--- config.mk ---
export PLATFORM = sky130hd
export DESIGN_NAME = hazard_ctrl
export DESIGN_NICKNAME = d
export VERILOG_FILES = /design/src/rtl/hazard_ctrl.sv
export SDC_FILE = /design/constraint.sdc
export NUM_CORES = 1
export LEC_CHECK = 0
export ABC_AREA = 1
export BUFFER_PORTS_ARGS = -buffer_cell sky130_fd_sc_hd__buf_2
export CORE_AREA = 2 2 51 53
export CTS_CLUSTER_SIZE = 28
export DETAILED_ROUTE_END_ITERATION = 7
export DIE_AREA = 0 0 53 55
export PLACE_DENSITY = 0.67
export SLEW_MARGIN = 15
export SYNTH_ARGS = -nofsm -noshare
export SYNTH_HDL_FRONTEND = slang
export SYNTH_SLANG_ARGS = --single-unit
--- constraint.sdc ---
create_clock -name CLOCK -period 1.6 [get_ports CLOCK]
set_input_delay 0.48 -clock CLOCK [delete_from_list [all_inputs] [get_ports CLOCK]]
set_output_delay 0.48 -clock CLOCK [all_outputs]
set_load 0.03 [all_outputs]
--- src/rtl/hazard_ctrl.sv ---
// -----------------------------------------------------------------------------
// hazard_ctrl
//   Pipeline hazard controller at the consumer side of the ID/EX register.
//   Detects load-use hazards (stalling for LOAD_LAT cycles), sequences the
//   flush window after a taken branch (FLUSH_CYCLES cycles), and generates the
//   EX-stage operand forwarding selects.
//
// Parameters
//   LOAD_LAT      stall cycles inserted per load-use hazard (1..7)
//   FLUSH_CYCLES  cycles IF/ID and ID/EX are flushed after a taken branch (1..7)
//
// Ports
//   CLOCK, RESET_N            clock (rising edge), async active-low reset
//   IF_ID_*_In                source registers of the instruction in ID
//   ID_EX_*_In                sources, destination and control of EX instr
//   EX_MEM_* / MEM_WB_*       destination and write enable of MEM / WB instr
//   BranchTaken_In            branch resolved taken this cycle
//   PCWriteEN_Out             PC may update
//   IF_ID_WriteEN_Out         IF/ID may load
//   IF_ID_Flush_Out           IF/ID loads a NOP
//   ID_EX_Bubble_Out          ID/EX loads zeroed control bits
//   FwdASEL_Out, FwdBSEL_Out  00 regfile, 01 MEM/WB, 10 EX/MEM
//
// Optional build macro HAZARD_PERF_EN
//   Adds StallCnt_Out / FlushCnt_Out, saturating 32-bit counters of stalled
//   and flushed cycles.
// -----------------------------------------------------------------------------
module hazard_ctrl #(
    parameter int LOAD_LAT     = 1,
    parameter int FLUSH_CYCLES = 1
) (
    input  logic       CLOCK,
    input  logic       RESET_N,
    input  logic [4:0] IF_ID_RSAddr_In,
    input  logic [4:0] IF_ID_RTAddr_In,
    input  logic       IF_ID_UsesRT_In,
    input  logic [4:0] ID_EX_RSAddr_In,
    input  logic [4:0] ID_EX_RTAddr_In,
    input  logic [4:0] ID_EX_DstAddr_In,
    input  logic       ID_EX_RegWriteEN_In,
    input  logic       ID_EX_Mem2RegSEL_In,
    input  logic [4:0] EX_MEM_DstAddr_In,
    input  logic       EX_MEM_RegWriteEN_In,
    input  logic [4:0] MEM_WB_DstAddr_In,
    input  logic       MEM_WB_RegWriteEN_In,
    input  logic       BranchTaken_In,
`ifdef HAZARD_PERF_EN
    output logic [31:0] StallCnt_Out,
    output logic [31:0] FlushCnt_Out,
`endif
    output logic       PCWriteEN_Out,
    output logic       IF_ID_WriteEN_Out,
    output logic       IF_ID_Flush_Out,
    output logic       ID_EX_Bubble_Out,
    output logic [1:0] FwdASEL_Out,
    output logic [1:0] FwdBSEL_Out
);

    typedef enum logic [1:0] {
        ST_RUN      = 2'd0,
        ST_LD_STALL = 2'd1,
        ST_BR_FLUSH = 2'd2
    } state_t;

    localparam logic [2:0] LOAD_RELOAD  = 3'(LOAD_LAT - 1);
    localparam logic [2:0] FLUSH_RELOAD = 3'(FLUSH_CYCLES - 1);

    state_t     state_r, state_next_s;
    logic [2:0] cnt_r, cnt_next_s;
    logic       load_haz_s;
    logic       pc_we_s, ifid_we_s, ifid_flush_s, idex_bubble_s;
    logic [1:0] fwd_a_s, fwd_b_s;

    // Forwarding select: EX/MEM has priority, register 0 is never forwarded.
    function automatic logic [1:0] fwd_sel(
        input logic [4:0] src,
        input logic [4:0] mem_dst,
        input logic       mem_we,
        input logic [4:0] wb_dst,
        input logic       wb_we
    );
        logic [1:0] sel;
        if (mem_we && (mem_dst != 5'd0) && (mem_dst == src)) begin
            sel = 2'b10;
        end else if (wb_we && (wb_dst != 5'd0) && (wb_dst == src)) begin
            sel = 2'b01;
        end else begin
            sel = 2'b00;
        end
        return sel;
    endfunction

    // Load-use hazard: EX holds a load whose destination the ID instruction reads.
    always_comb begin
        load_haz_s = ID_EX_RegWriteEN_In && ID_EX_Mem2RegSEL_In &&
                     (ID_EX_DstAddr_In != 5'd0) &&
                     ((ID_EX_DstAddr_In == IF_ID_RSAddr_In) ||
                      (IF_ID_UsesRT_In && (ID_EX_DstAddr_In == IF_ID_RTAddr_In)));
    end

    // State and counter register.
    always_ff @(posedge CLOCK or negedge RESET_N) begin
        if (!RESET_N) begin
            state_r <= ST_RUN;
            cnt_r   <= 3'd0;
        end else begin
            state_r <= state_next_s;
            cnt_r   <= cnt_next_s;
        end
    end

    // Next-state logic; a taken branch always wins over load stalling.
    always_comb begin
        state_next_s = state_r;
        cnt_next_s   = cnt_r;
        case (state_r)
            ST_RUN: begin
                if (BranchTaken_In) begin
                    if (FLUSH_CYCLES > 1) begin
                        state_next_s = ST_BR_FLUSH;
                        cnt_next_s   = FLUSH_RELOAD;
                    end else begin
                        state_next_s = ST_RUN;
                    end
                end else if (load_haz_s) begin
                    if (LOAD_LAT > 1) begin
                        state_next_s = ST_LD_STALL;
                        cnt_next_s   = LOAD_RELOAD;
                    end else begin
                        state_next_s = ST_RUN;
                    end
                end else begin
                    state_next_s = ST_RUN;
                end
            end
            ST_LD_STALL: begin
                if (BranchTaken_In) begin
                    cnt_next_s   = FLUSH_RELOAD;
                    state_next_s = (FLUSH_CYCLES > 1) ? ST_BR_FLUSH : ST_RUN;
                end else if (cnt_r == 3'd1) begin
                    state_next_s = ST_RUN;
                    cnt_next_s   = 3'd0;
                end else begin
                    cnt_next_s   = cnt_r - 3'd1;
                end
            end
            ST_BR_FLUSH: begin
                // Hazards are ignored: the instruction in ID is being flushed.
                if (BranchTaken_In) begin
                    cnt_next_s = FLUSH_RELOAD;
                end else if (cnt_r == 3'd1) begin
                    state_next_s = ST_RUN;
                    cnt_next_s   = 3'd0;
                end else begin
                    cnt_next_s   = cnt_r - 3'd1;
                end
            end
            default: begin
                state_next_s = ST_RUN;
                cnt_next_s   = 3'd0;
            end
        endcase
    end

    // Output decode; reset overrides asynchronously with the safe values.
    always_comb begin
        pc_we_s       = 1'b1;
        ifid_we_s     = 1'b1;
        ifid_flush_s  = 1'b0;
        idex_bubble_s = 1'b0;
        fwd_a_s = fwd_sel(ID_EX_RSAddr_In, EX_MEM_DstAddr_In, EX_MEM_RegWriteEN_In,
                          MEM_WB_DstAddr_In, MEM_WB_RegWriteEN_In);
        fwd_b_s = fwd_sel(ID_EX_RTAddr_In, EX_MEM_DstAddr_In, EX_MEM_RegWriteEN_In,
                          MEM_WB_DstAddr_In, MEM_WB_RegWriteEN_In);
        if (!RESET_N) begin
            pc_we_s       = 1'b0;
            ifid_we_s     = 1'b0;
            ifid_flush_s  = 1'b1;
            idex_bubble_s = 1'b1;
            fwd_a_s       = 2'b00;
            fwd_b_s       = 2'b00;
        end else begin
            case (state_r)
                ST_RUN, ST_LD_STALL: begin
                    if (BranchTaken_In) begin
                        ifid_flush_s  = 1'b1;
                        idex_bubble_s = 1'b1;
                    end else if (load_haz_s || (state_r == ST_LD_STALL)) begin
                        pc_we_s       = 1'b0;
                        ifid_we_s     = 1'b0;
                        idex_bubble_s = 1'b1;
                    end else begin
                        idex_bubble_s = 1'b0;
                    end
                end
                ST_BR_FLUSH: begin
                    ifid_flush_s  = 1'b1;
                    idex_bubble_s = 1'b1;
                end
                default: begin
                    idex_bubble_s = 1'b1;
                end
            endcase
        end
    end

    assign PCWriteEN_Out     = pc_we_s;
    assign IF_ID_WriteEN_Out = ifid_we_s;
    assign IF_ID_Flush_Out   = ifid_flush_s;
    assign ID_EX_Bubble_Out  = idex_bubble_s;
    assign FwdASEL_Out       = fwd_a_s;
    assign FwdBSEL_Out       = fwd_b_s;

`ifdef HAZARD_PERF_EN
    logic [31:0] stall_cnt_r, flush_cnt_r;

    // Saturating counters of stalled and flushed cycles.
    always_ff @(posedge CLOCK or negedge RESET_N) begin
        if (!RESET_N) begin
            stall_cnt_r <= 32'd0;
            flush_cnt_r <= 32'd0;
        end else begin
            if (!pc_we_s && (stall_cnt_r != 32'hFFFF_FFFF)) begin
                stall_cnt_r <= stall_cnt_r + 32'd1;
            end else begin
                stall_cnt_r <= stall_cnt_r;
            end
            if (ifid_flush_s && (flush_cnt_r != 32'hFFFF_FFFF)) begin
                flush_cnt_r <= flush_cnt_r + 32'd1;
            end else begin
                flush_cnt_r <= flush_cnt_r;
            end
        end
    end

    assign StallCnt_Out = stall_cnt_r;
    assign FlushCnt_Out = flush_cnt_r;
`endif

endmodule

==> run_results.csv <==
group,metric,value,unit
synthesis,synth_compound_area_frac,0.0835,
setup_path,critPathCaptureType,"output pin",
clocking,path_clk_slew,0.04,ns
floorplanning,ios,51,
placement,port_buffers,50,
floorplanning,die_h,55,µm
worst_hold_path,hp-class,"input port to asynchronous set/reset pin",
sta,maxSlewHeadroom,0.858,
grt,grt_overflow,0,
route,route.detailed.drc,0,
finish,n_antenna_cell,0,
route,firstDrtPassIters,3,
run,cap_violations,0,
route,wl_met2,1690,µm
setup_path,worstPathRequired,1.12,ns
clocking,cts_buffer_depth,2,
synthesis,yosys_warnings,0,
synthesis,ys_seq_area_frac,0.141,
finish,seq_area,125,µm²
outcome,violations,"setup timing",
floorplanning,dieArea,0.00292,mm²
synthesis,synth_simple_gate_area_frac,0.385,
clocking,clkSinkCount,5,
finish,drive_gt1_frac,0.578,
sta,fin_crit_sh,1.14,
synthesis,muxShareOfSynthArea,0,
floorplanning,core,0.00236,mm²
finish,mostFrequentLayoutCells,"nand2_1, buf_6, buf_2",
route,via_per_inst,4.52,
clocking,cts_made_buffers,3,
synthesis,synth_area,885,µm²
sta,tightest_slew,0.213,ns
clocking,clk-insertion-delay-late,0.24,ns
synthesis,syn_avg_cell_area,5.86,µm²
synthesis,synth_cells,151,
grt,grt_pass1_wl,4350,µm
sta,layout_min_cycle_time,1.82,ns
route,drt-total-wl,2840,µm
route,dr.max_layer_used,"met4",
placement,place_area,0.00126,mm²
route,drt-met1-wl,1070,µm
power_and_ir_drop,p_per_area,356,mW/mm²
route,ant_nets,0,
clocking,cts_hold_buffers,0,
placement,routabilityCongestion,0.719,
synthesis,ys.flop_type,"dfrtp_1",
placement,dp_cells,238,
sta,hold_violations,0,
clocking,cts-root-buf,"clkbuf_4",
setup_path,path_class,"input port to output pin",
route,wl_per_cell,11.5,µm
route,vias,1121,
power_and_ir_drop,peakVddDrop,0.400,mV
sta,setup_violations,8,
setup_path,arrival,1.34,ns
grt,grt_antenna_before_repair,0,
finish,final_common_cell,"nand2_1",
synthesis,syn_nets,199,
floorplanning,start_util,0.374,
sta,fin_ws,-0.218,ns
sta,rsz0062_at_grt,"yes",
finish,multiInputGateArea,837,µm²
setup_path,worstSetupStartpointType,"input port",
floorplanning,die_x,53,µm
synthesis,synth_top_family_by_area,"simple AND/OR/NAND/NOR gates",
synthesis,synthArstFlopShare,1.00,
grt,grt_max_degree,7,
synthesis,netlist-cell-type-count,25,
synthesis,synthXorXnorAreaFrac,0.188,
finish,synthToLayoutAreaGrowth,92.1,%
finish,nFillCells,201,
clocking,htree_levels,1,
floorplanning,fp-row-count,18,
synthesis,synth_seq_cells,5,
setup_path,crit_fanout,3,
finish,final_nets,267,
finish,fin_area,0.00170,mm²
grt,track_usage,0.201,
finish,stdcell_count,248,
placement,hpwl,2050,µm
sta,clock_skew,0.000588,ns
sta,final.setup.tns,-1.38,ns
power_and_ir_drop,p_leak,0.900,nW
sta,slew_violations,0,
sta,fmax,0.550,GHz
outcome,status,"complete, but fails checks",
grt,grt_pass1_vias,1070,
power_and_ir_drop,power,0.604,mW
synthesis,synth-adder-area-share,0.0707,
clocking,cts_tree,"yes",
route,wl_met3,64,µm
route,first_iter_violations,6,
synthesis,synth_edf_count,0,
## Yosys cell counts, types with 2 or more instances
library cell | number | area, µm²
nand2_1 | 39 | 146
nor2_1 | 20 | 75.1
inv_1 | 17 | 63.8
inv_2 | 11 | 41.3
xnor2_1 | 10 | 87.6
nand3_1 | 9 | 45.0
xor2_1 | 9 | 78.8
a21oi_1 | 5 | 25.0
dfrtp_1 | 5 | 125
ha_1 | 5 | 62.6
nor2_2 | 3 | 18.8
o21ai_0 | 3 | 15.0
nand2_2 | 2 | 12.5
nand3b_1 | 2 | 15.0
## routing by layer
layer / vias up / GRT usage
met5: - / 0
met4: 0 / 0.0641
met3: 2 / 0.0188
met2: 16 / 0.394
met1: 512 / 0.228
li1: 591 / -
## area by class of cell
cell class              instances  share of cell area
clock buffers                   4              0.0155
inverters                      29              0.0714
multi-input cells             116               0.493
flip-flops and latches          5              0.0736
well taps                      30              0.0221
repair buffers                 64               0.325
## what timing repair did
item,CTS,global route
endpoints found under the setup margin,8,8
pin swaps,27,17
gates resized for setup,72,20
setup buffers,5,2
## stage by stage
step                hold slack [ns]  worst slack [ns]   util
CTS                           0.170            -0.218  0.684
detailed placement            0.422            -0.323  0.535
finish                        0.179            -0.218  0.719
global route                  0.185            -0.271  0.719
floorplan                     0.184           -0.0846      -
global placement              0.421            -0.305  0.535
## power breakdown
part           leakage [nW]  switching, mW  internal [mW]
combinational         0.831          0.162          0.173
sequential           0.0542              0          0.127
clock                0.0150         0.0479         0.0940
## state kept, by name, summed over array words and instances (netlist names)
signal and flops:
cnt_r 3, state_r 2
## critical path: stages
cell      delay, ns
buf_2          0.14
nor2_2         0.13
nand3b_1       0.09
nand2_1        0.07
inv_2          0.05
nand3_2        0.10
inv_2          0.05
nor2_4         0.09
buf_6          0.13
## final timing paths
| path | startpoint | end | slack [ns] | cells past startpoint |
|---|---|---|---|---|
| setup / recovery | EX_MEM_DstAddr_In[2] | FwdBSEL_Out[0] | -0.22 | 9 |
| hold / removal | RESET_N | cnt_r[2]$_DFFE_PN0N_ | 0.18 | 2 |
| setup reg to reg | state_r[0]$_DFFE_PN0P_ | state_r[0]$_DFFE_PN0P_ | 0.11 | 8 |
| hold reg to reg | cnt_r[0]$_DFFE_PN0N_ | cnt_r[0]$_DFFE_PN0N_ | 0.51 | 1 |
| max in group asynchronous | RESET_N | state_r[1]$_DFFE_PN0P_ | 1.31 | 2 |
| min in group CLOCK | cnt_r[0]$_DFFE_PN0N_ | cnt_r[0]$_DFFE_PN0N_ | 0.51 | 1 |
## cell families (layout without fill, tap and decap cells)
logic type,count (synthesis),after routing
and+or+nand+nor,79,79
buffers and inverters,30,97
xor gates and xnor gates,19,19
AOI/OAI and AO/OA,13,13
adders and majority gates,5,5
DFF,5,5
Power figures use the tool's default switching activity.
